$ cat src/rtl/dmem_bridge_pkg.sv
// Shared types and constants for the CPU data-memory bridge.
package dmem_bridge_pkg;
  typedef enum logic [1:0] {
    IDLE = 2'd0,
    REQ  = 2'd1,
    RSP  = 2'd2,
    DONE = 2'd3
  } state_t;

  localparam int BUS_WSTRB_W = 4;
  localparam int TIMEOUT_DEF = 255;
endpackage

$ cat src/rtl/dmem_req_reg.sv
// Holds the captured request fields for the duration of one bus access.
module dmem_req_reg
  import dmem_bridge_pkg::*;
#(
  parameter int ADDR_WITDH = 32,
  parameter int DATA_WITDH = 32
) (
  input  logic                   clk,
  input  logic                   rst,
  input  logic                   load,
  input  logic [ADDR_WITDH-1:0]  cap_addr,
  input  logic [DATA_WITDH-1:0]  cap_wdata,
  input  logic [BUS_WSTRB_W-1:0] cap_wstrb,
  input  logic                   cap_we,
  output logic [ADDR_WITDH-1:0]  addr,
  output logic [DATA_WITDH-1:0]  wdata,
  output logic [BUS_WSTRB_W-1:0] wstrb,
  output logic                   we
);
  always_ff @(posedge clk or negedge rst) begin
    if (!rst) begin
      addr  <= '0;
      wdata <= '0;
      wstrb <= '0;
      we    <= 1'b0;
    end else if (load) begin
      addr  <= cap_addr;
      wdata <= cap_wdata;
      wstrb <= cap_wstrb;
      we    <= cap_we;
    end
  end
endmodule

$ cat src/rtl/dmem_bridge.sv
// Bridges MEM-stage load/store requests onto a valid/ready bus with a
// separate response phase, stalling the CPU until the access completes.
module dmem_bridge
  import dmem_bridge_pkg::*;
#(
  parameter int ADDR_WITDH = 32,
  parameter int DATA_WITDH = 32,
  parameter int TIMEOUT    = TIMEOUT_DEF
) (
  input  logic                   clk,
  input  logic                   rst,
  input  logic [ADDR_WITDH-1:0]  alu_resultm,
  input  logic [DATA_WITDH-1:0]  rd2_turem,
  input  logic [BUS_WSTRB_W-1:0] wmask,
  input  logic                   mem_wem,
  input  logic                   mem_rem,
  output logic [DATA_WITDH-1:0]  data,
  output logic                   stall,
  output logic                   err,
  output logic                   bus_valid,
  input  logic                   bus_ready,
  output logic [ADDR_WITDH-1:0]  bus_addr,
  output logic [DATA_WITDH-1:0]  bus_wdata,
  output logic [BUS_WSTRB_W-1:0] bus_wstrb,
  output logic                   bus_we,
  input  logic                   bus_rsp_valid,
  input  logic [DATA_WITDH-1:0]  bus_rdata,
  input  logic                   bus_rsp_err
);
  localparam logic [7:0] TMO = 8'(TIMEOUT);

  state_t     state, nxt;
  logic       cap, req, rsp_hit, tmo_hit;
  logic [7:0] wcnt;
  logic [ADDR_WITDH-1:0] addr_al;

  assign req     = mem_wem | mem_rem;
  assign rsp_hit = (state == RSP) && bus_rsp_valid;
  // Timeout fires on the cycle whose missed response brings the count to TIMEOUT.
  assign tmo_hit = (state == RSP) && !bus_rsp_valid && ((wcnt + 8'd1) == TMO);

  always_comb begin
    addr_al      = alu_resultm;
    addr_al[1:0] = 2'b00;
  end

  always_comb begin
    nxt       = state;
    cap       = 1'b0;
    stall     = 1'b0;
    bus_valid = 1'b0;
    case (state)
      IDLE: if (req) begin
        cap   = 1'b1;
        stall = 1'b1;
        nxt   = REQ;
      end
      REQ: begin
        stall     = 1'b1;
        bus_valid = 1'b1;
        if (bus_ready) nxt = RSP;
      end
      RSP: begin
        stall = 1'b1;
        if (rsp_hit || tmo_hit) nxt = DONE;
      end
      DONE: nxt = IDLE;
      default: nxt = IDLE;
    endcase
  end

  always_ff @(posedge clk or negedge rst) begin
    if (!rst) state <= IDLE;
    else      state <= nxt;
  end

  always_ff @(posedge clk or negedge rst) begin
    if (!rst)                                wcnt <= '0;
    else if ((state == RSP) && !bus_rsp_valid) wcnt <= wcnt + 8'd1;
    else                                     wcnt <= '0;
  end

  always_ff @(posedge clk or negedge rst) begin
    if (!rst) begin
      data <= '0;
      err  <= 1'b0;
    end else if (rsp_hit) begin
      data <= bus_we ? '0 : bus_rdata;
      if (bus_rsp_err) err <= 1'b1;
    end else if (tmo_hit) begin
      data <= '0;
      err  <= 1'b1;
    end
  end

  // Loads carry no strobes; store wins when both requests are raised.
  dmem_req_reg #(
    .ADDR_WITDH(ADDR_WITDH),
    .DATA_WITDH(DATA_WITDH)
  ) u_req_reg (
    .clk       (clk),
    .rst       (rst),
    .load      (cap),
    .cap_addr  (addr_al),
    .cap_wdata (rd2_turem),
    .cap_wstrb (mem_wem ? wmask : '0),
    .cap_we    (mem_wem),
    .addr      (bus_addr),
    .wdata     (bus_wdata),
    .wstrb     (bus_wstrb),
    .we        (bus_we)
  );
endmodule

$ cat config.mk
export PLATFORM = sky130hd
export DESIGN_NAME = dmem_bridge
export DESIGN_NICKNAME = d
export VERILOG_FILES = /design/src/rtl/dmem_bridge_pkg.sv /design/src/rtl/dmem_req_reg.sv /design/src/rtl/dmem_bridge.sv
export SDC_FILE = /design/constraint.sdc
export NUM_CORES = 1
export LEC_CHECK = 0
export CAP_MARGIN = 10
export CORE_ASPECT_RATIO = 1.5
export CORE_MARGIN = 2
export CORE_UTILIZATION = 43
export CTS_CLUSTER_SIZE = 16
export DETAILED_ROUTE_END_ITERATION = 10
export PLACE_DENSITY = 0.85
export SYNTH_ARGS = -nofsm -noshare
export SYNTH_HDL_FRONTEND = slang
export SYNTH_SLANG_ARGS = --single-unit
export TNS_END_PERCENT = 100
$ cat constraint.sdc
create_clock -name clk -period 5.56 [get_ports clk]
set_clock_uncertainty 0.05 [all_clocks]
set_input_delay 1.668 -clock clk [delete_from_list [all_inputs] [get_ports clk]]
set_output_delay 1.668 -clock clk [all_outputs]
set_load 0.01 [all_outputs]
# Word-level counts from Yosys, hierarchy flattened
# Index checks and enable logic that the tools add are counted.
[classes]
n_addsub = 1
eq_ne = 8
muxes = 16
bitwise_logic = 1
n_reduce_logical = 10
[ops]
columns = ["cell", "count"]
rows = [
  ["$mux W32", 3],
  ["$add A8 B1 Y8 const B", 1],
  ["$eq A8 B8 Y1 const B", 1],
  ["$mux W8", 1],
  ["$pmux W2 S4", 1],
  ["$mux W1", 6],
  ["$mux W2", 3],
  ["$ne A2 B2 Y1 const B", 3],
  ["$eq A2 B2 Y1 const B", 2],
  ["$mux W4", 1],
  ["$logic_and A1 B1 Y1", 3],
  ["$reduce_and A3 Y1", 1],
  ["$eq A2 B1 Y1 const B", 1],
  ["$logic_not A2 Y1", 1],
  ["$ne A2 B1 Y1 const B", 1],
  ["$pmux W1 S2", 1],
  ["$reduce_and A2 Y1", 1],
  ["$reduce_bool A2 Y1", 1],
  ["$reduce_or A2 Y1", 1],
  ["$logic_not A1 Y1", 1],
  ["$logic_or A1 B1 Y1", 1],
  ["$or A1 B1 Y1", 1],
]
[totals]
regBits = 110
in_bits = 107
output_inout_bits = 104
word_cells = 44

# Longest topological paths before layout
# Gate-level depths: netlist (run 1).
[logic_depth]
word_depth = 6
mapped_depth = 9

# Modules after synthesis
# Synthesis (run 1) repeated with hierarchy kept, for this count alone.
[unflattened]
cells_unflattened = 282
hier_area_um2 = 4413.0
[modules_own_cells]
columns = ["mod", "instances", "cells_per_inst", "area_per_inst_um2"]
rows = [
  ["dmem_req_reg", 1, 146, 2603.7],
  ["dmem_bridge", 1, 136, 1809.2],
]

# Least setup slack after synthesis (run 1)
# Ideal clock, no wire load.
[synth_timing]
path_type = "input to output"
from = "input port mem_wem"
to = "output port stall"
arrival_ps = 2767
required_ps = 3842
path_slack_ps = 1075
stages = 5
path_buffers = 3
cell_sequence = "clkbuf_1 > o21ai_1 > buf_2 > buf_1 > a21oi_1"
[synth_between]
elab_chain_cells = 3
[synth_rtl]
columns = ["item", "line_no", "rtl"]
rows = [
  ["from (decl)", "dmem_bridge.sv:15", "input logic mem_wem,"],
  ["$or A1 B1 Y1", "dmem_bridge.sv:37", "assign req = mem_wem | mem_rem;"],
  ["$mux W1", "dmem_bridge.sv:53", "IDLE: if (req) begin"],
  ["$pmux W1 S2", "dmem_bridge.sv:52", "case (state)"],
  ["to (decl)", "dmem_bridge.sv:18", "output logic stall,"],
]
# Every way passes these cells.

# Final worst setup path (run 1)
# Ends and elaborated chain as after synthesis.

==> results of run 1 <==
final timing paths:
check / start / end / slack (ns) / cells after the start
worst max-delay path: mem_wem / stall / 0.71 / 4
worst min-delay path: u_req_reg.wstrb[2] / u_req_reg.wstrb[2] / 0.43 / 2
worst max register to register: state[0] / data[18] / 2.85 / 8
worst min register to register: u_req_reg.wstrb[2] / u_req_reg.wstrb[2] / 0.43 / 2
max in group asynchronous: rst / data[21] / 3.03 / 2
min in group asynchronous: rst / u_req_reg.wdata[23] / 1.41 / 1
flip-flops by register name, indices dropped and copies added, names as in the netlist:
name / cells
data: 32
err: 1
state: 2
u_req_reg.addr: 30
u_req_reg.wdata: 32
u_req_reg.we: 1
u_req_reg.wstrb: 4
wcnt: 8
cells by family after synthesis:
kind of cell,after synthesis
AOI/OAI and AO/OA,42
xor gates and xnor gates,5
adders and majority gates,7
buffers and inverters,22
DFF,110
muxes,63
other,1
and+or+nand+nor,37
cell type report:
| cell class | instances | share of cell area, % |
|---|---|---|
| clock buffers | 9 | 3.354 |
| clock inverters | 7 | 1.025 |
| inverters | 4 | 0.2236 |
| multi-input cells | 156 | 21.04 |
| flip-flops and latches | 110 | 40.99 |
| well taps | 115 | 2.143 |
| repair buffers | 210 | 31.23 |
critical path, stage by stage:
cell,delay [ns]
clkdlybuf4s50_1,0.64
o21ai_4,0.10
a21oi_1,0.16
clkdlybuf4s50_1,0.56
power by group through the flow:
| stage | clock network [mW] | logic, mW | registers [mW] |
|---|---|---|---|
| 2_1_floorplan | 0 | 0.623 | 1.53 |
| 4_1_cts | 0.655 | 1.76 | 1.37 |
| 3_5_place_dp | 0 | 1.75 | 1.38 |
| 3_3_place_gp | 0 | 1.71 | 1.35 |
| 5_1_grt | 0.685 | 1.85 | 1.41 |
| 6_report | 0.635 | 1.73 | 1.36 |
stage by stage:
stage	hold slack, ns	total power, mW	util [%]
global placement	0.4054	3.062	66.12
global route	0.4683	3.948	69.31
finish	0.4311	3.728	69.31
CTS	0.4372	3.779	69.15
detailed placement	0.4200	3.127	66.12
floorplan	0.4127	2.153	-
synthesized netlist by cell type, drive strengths merged:
master,number,area share [%]
or4,1,0.18
mux2i,1,0.23
a211oi,1,0.29
buf,9,1.7
nor2,10,0.88
nand4,1,0.15
inv,4,0.35
conb,1,0.088
nor2b,1,0.15
nand2,15,1.3
a22oi,1,0.18
o21ai,3,0.35
xor2,4,0.82
a22o,32,7.4
dfrtp,110,64
mux2,62,16
nand2b,1,0.15
a311o,1,0.26
or3,1,0.18
a21oi,4,0.56
nand3,6,0.70
ha,7,2.1
xnor2,1,0.21
and4,1,0.21
clkbuf,9,0.79
layer usage:
metal	vias up	routed length [µm]
met2	151	5335
met3	15	960
met1	1457	3932
met4	0	191
li1	1416	-
met5	-	0
==> flow_summary.ini, run 1 <==
[status]
outcome = finished, final reports clean

[power_and_ir_drop]
power_switching_share_pct = 31.08
power.share.clock_pct = 17.0
p_int_mw = 2.570
sequentialPowerShare_pct = 36.5
switchingPower_mw = 1.159
p_leak_nw = 2.878
vdd_drop_max_v = 0.0003425
combPwrFrac_pct = 46.4
powerDensity_nw_per_um2 = 555.2

[routing]
drt-initial-drc-count = 126
post_drt_wl_per_cell_um = 17.05
final_antenna_net_count = 0
drc = 0
wl_um = 10420
drt-vias-per-instance = 4.974
vias = 3039
dr.pass1.iters = 4

[floorplan]
die_height_um = 126.0
coreArea_um2 = 9689
die_w_um = 85.36
initial_utilization_pct = 44.06
std_cell_rows = 44
dieArea_um2 = 10760
io_pins = 211

[sta]
fin_crit_ns = 4.851
max_slew_margin_pct = 40.09
tns_ns = 0
fin_ws_ns = 0.7090
worst_pin_slew_ns = 0.8987
min_period_over_period_pct = 87.25
finalSetupViolations = 0
max_freq_ghz = 0.2061
slew_viol_final = 0
rsz0062_at_grt = no
hold_viol = 0

[cts]
clock_path_buffers = 2
clock_latency_ns = 0.35
htreeDepth = 3
tritoncts = built
cts_setup_buffers = 0
clk_transition_reported_paths_ns = 0.07
cts.sinks = 110
clockRootBuffer = clkbuf_16
post_cts_resized = 0
cts_hold_buffers = 0
cts_buffers = 9

[worst_setup_path]
start_kind = primary input
critPathCaptureType = output port
worstSetupPathType = primary input to output port
path_max_fanout = 7
worstPathArrival_ns = 3.13
crit_required_ns = 3.84

[grt]
grt_util_met2_pct = 32.90
grt_pass1_wl_um = 16420
grt_pass1_vias = 3264
grt-busiest-layer = met2
grtUsageTotal_pct = 19.58
grt_max_degree = 75
met3_usage_pct = 6.750
met1_usage_pct = 23.16
antenna_found_initial = 0
grt_overflow = 0

[finish]
diodes = 0
final_nets = 605
syn2layout_area_growth_pct = 57.30
finish.instance_area_um2 = 6715
final_cell_mix = 205 x clkdlybuf4s50_1, 110 x dfrtp_1, 62 x mux2_2
stdcell_count = 611
ff_latch_area_um2 = 2753
final_common_cell = clkdlybuf4s50_1
fillers = 672
multi_input_area_um2 = 1413
drive_gt1_share_pct = 23.59

[logic_synthesis]
synth_cell_types = 31
netlist_area_um2 = 4269
yosys.area_share.simple_pct = 3.898
synth_warnings = 0
synth_top_family_by_area = multiplexers
synth_xor_area_share_pct = 1.026
synth_adder_area_share_pct = 2.052
synth_cells = 287
yosys_register_bits = 110
synth_seq_area_share_pct = 64.48
avgSynthCellArea_um2 = 14.87
muxShareOfSynthArea_pct = 16.59
synth-compound-area-share_pct = 9.027

[placement]
numPortBuffers = 206
dpl-instance-area_um2 = 6406
gp_congestion = 0.7757
place_ws_ns = 0.7058
place_inst = 594
post-dp-hpwl_um = 7634

[min_path]
hold_class = flip-flop to flip-flop

[run]
drv_cap = 0
Note: power is estimated with default switching activity, not from simulation.
==> run 2, diff against run 1 <==
Settings changed: CORE_UTILIZATION 43 to 36, PLACE_DENSITY 0.85 to 0.76.
Clock period 5.56 ns to 4.2 ns, I/O delays scaled along.
==> flow_summary.ini, run 2 (synthesized netlist as in run 1, its figures left out) <==
[cts]
clk_transition_reported_paths_ns = 0.07
cts_setup_buffers = 0
cts_hold_buffers = 0
htreeDepth = 3
clockRootBuffer = clkbuf_16
tritoncts = built
cts.sinks = 110
clock_latency_ns = 0.34
cts_buffers = 9
clock_path_buffers = 2
post_cts_resized = 0

[sta]
fin_ws_ns = 0.2692
slew_viol_final = 0
finalSetupViolations = 0
hold_viol = 0
worst_pin_slew_ns = 0.8237
max_freq_ghz = 0.2544
tns_ns = 0
rsz0062_at_grt = no
max_slew_margin_pct = 45.09
min_period_over_period_pct = 93.59
fin_crit_ns = 3.931

[status]
outcome = finished, final reports clean

[floorplan]
std_cell_rows = 48
die_w_um = 92.92
dieArea_um2 = 12760
io_pins = 211
die_height_um = 137.4
coreArea_um2 = 11530
initial_utilization_pct = 37.02

[routing]
drc = 0
wl_um = 10810
post_drt_wl_per_cell_um = 16.68
final_antenna_net_count = 0
dr.pass1.iters = 5
drt-initial-drc-count = 95
vias = 3093
drt-vias-per-instance = 4.773

[worst_setup_path]
crit_required_ns = 2.89
path_max_fanout = 2
worstSetupPathType = primary input to output port
cp_slowest_cell = clkdlybuf4s50_1
cp.buffers_inverters = 2
crit_path_frequent_cell = clkdlybuf4s50_1
path_cells = clkdlybuf4s50_1 -> o21ai_4 -> a21oi_1 -> clkdlybuf4s50_1
start_kind = primary input
critPathCaptureType = output port
worst_path_largest_cell_delay_ns = 0.58
crit_family = buffers and inverters
worstPathArrival_ns = 2.62

[placement]
place_inst = 632
place_ws_ns = 0.2558
dpl-instance-area_um2 = 6485
numPortBuffers = 206
gp_congestion = 0.7525
post-dp-hpwl_um = 7942

[finish]
fillers = 967
multi_input_area_um2 = 1413
finish.instance_area_um2 = 6808
reg_top3 = data (32), u_req_reg.wdata (32), u_req_reg.addr (30)
final_common_cell = clkdlybuf4s50_1
syn2layout_area_growth_pct = 59.47
diodes = 0
drive_gt1_share_pct = 23.69
final_cell_mix = 205 x clkdlybuf4s50_1, 110 x dfrtp_1, 62 x mux2_2
stdcell_count = 648
final_nets = 607
ff_latch_area_um2 = 2753

[grt]
grt_pass1_wl_um = 16940
grt_overflow = 0
grt_max_degree = 87
grt_pass1_vias = 3405
grtUsageTotal_pct = 17.05
antenna_found_initial = 0

[power_and_ir_drop]
p_leak_nw = 2.896
powerDensity_nw_per_um2 = 737.0
finalPower_mw = 5.018
vdd_drop_max_v = 0.0004380

[run]
drv_cap = 0

[min_path]
hold_class = flip-flop to flip-flop
## run 2: report_power, final
group / internal, mW / switching, mW / leakage [nW]
combinational: 1.43 / 0.870 / 1.39
clock: 0.527 / 0.385 / 0.153
sequential: 1.55 / 0.254 / 1.35
## run 2: path summary, 6_finish.rpt
check	from	cells past startpoint	to	slack, ns
min in group asynchronous	rst	1	u_req_reg.wdata[20]	0.77
setup reg to reg	state[0]	8	data[8]	1.69
max in group asynchronous	rst	2	u_req_reg.addr[29]	2.54
hold / removal	u_req_reg.wstrb[1]	2	u_req_reg.wstrb[1]	0.42
hold reg to reg	u_req_reg.wstrb[1]	2	u_req_reg.wstrb[1]	0.42
setup / recovery	mem_wem	4	stall	0.27
## run 2: final cells by class
class	count	area share (%)
Clock buffer	10	3.363
Clock inverter	6	1.378
Inverter	4	0.2205
Sequential cell	110	40.43
Tap cell	150	2.757
Timing Repair Buffer	212	31.10
Multi-Input combinational cell	156	20.75
## run 2: per-layer routing
| layer | routed length, µm | part of all wire, % | GRT usage (%) | vias up |
|---|---|---|---|---|
| met2 | 5771 | 53 | 30.64 | 134 |
| met4 | 255 | 2.4 | 7.843 | 0 |
| li1 | - | - | - | 1421 |
| met1 | 4018 | 37 | 19.01 | 1523 |
| met5 | 0 | 0 | 0 | - |
| met3 | 763 | 7.1 | 3.993 | 15 |
## run 2: tightest hold or removal path, stage by stage, from the launching register on
cell and delay, ns:
dfrtp_1 0.34, nand2_1 0.05, nand2_1 0.05
## run 2: through the flow
step / util, % / hold WS, ns
finish: 59.04 / 0.4208
global route: 59.04 / 0.4542
CTS: 59.04 / 0.4289
detailed placement: 56.24 / 0.4133
global placement: 56.24 / 0.4032
floorplan: - / 0.4127
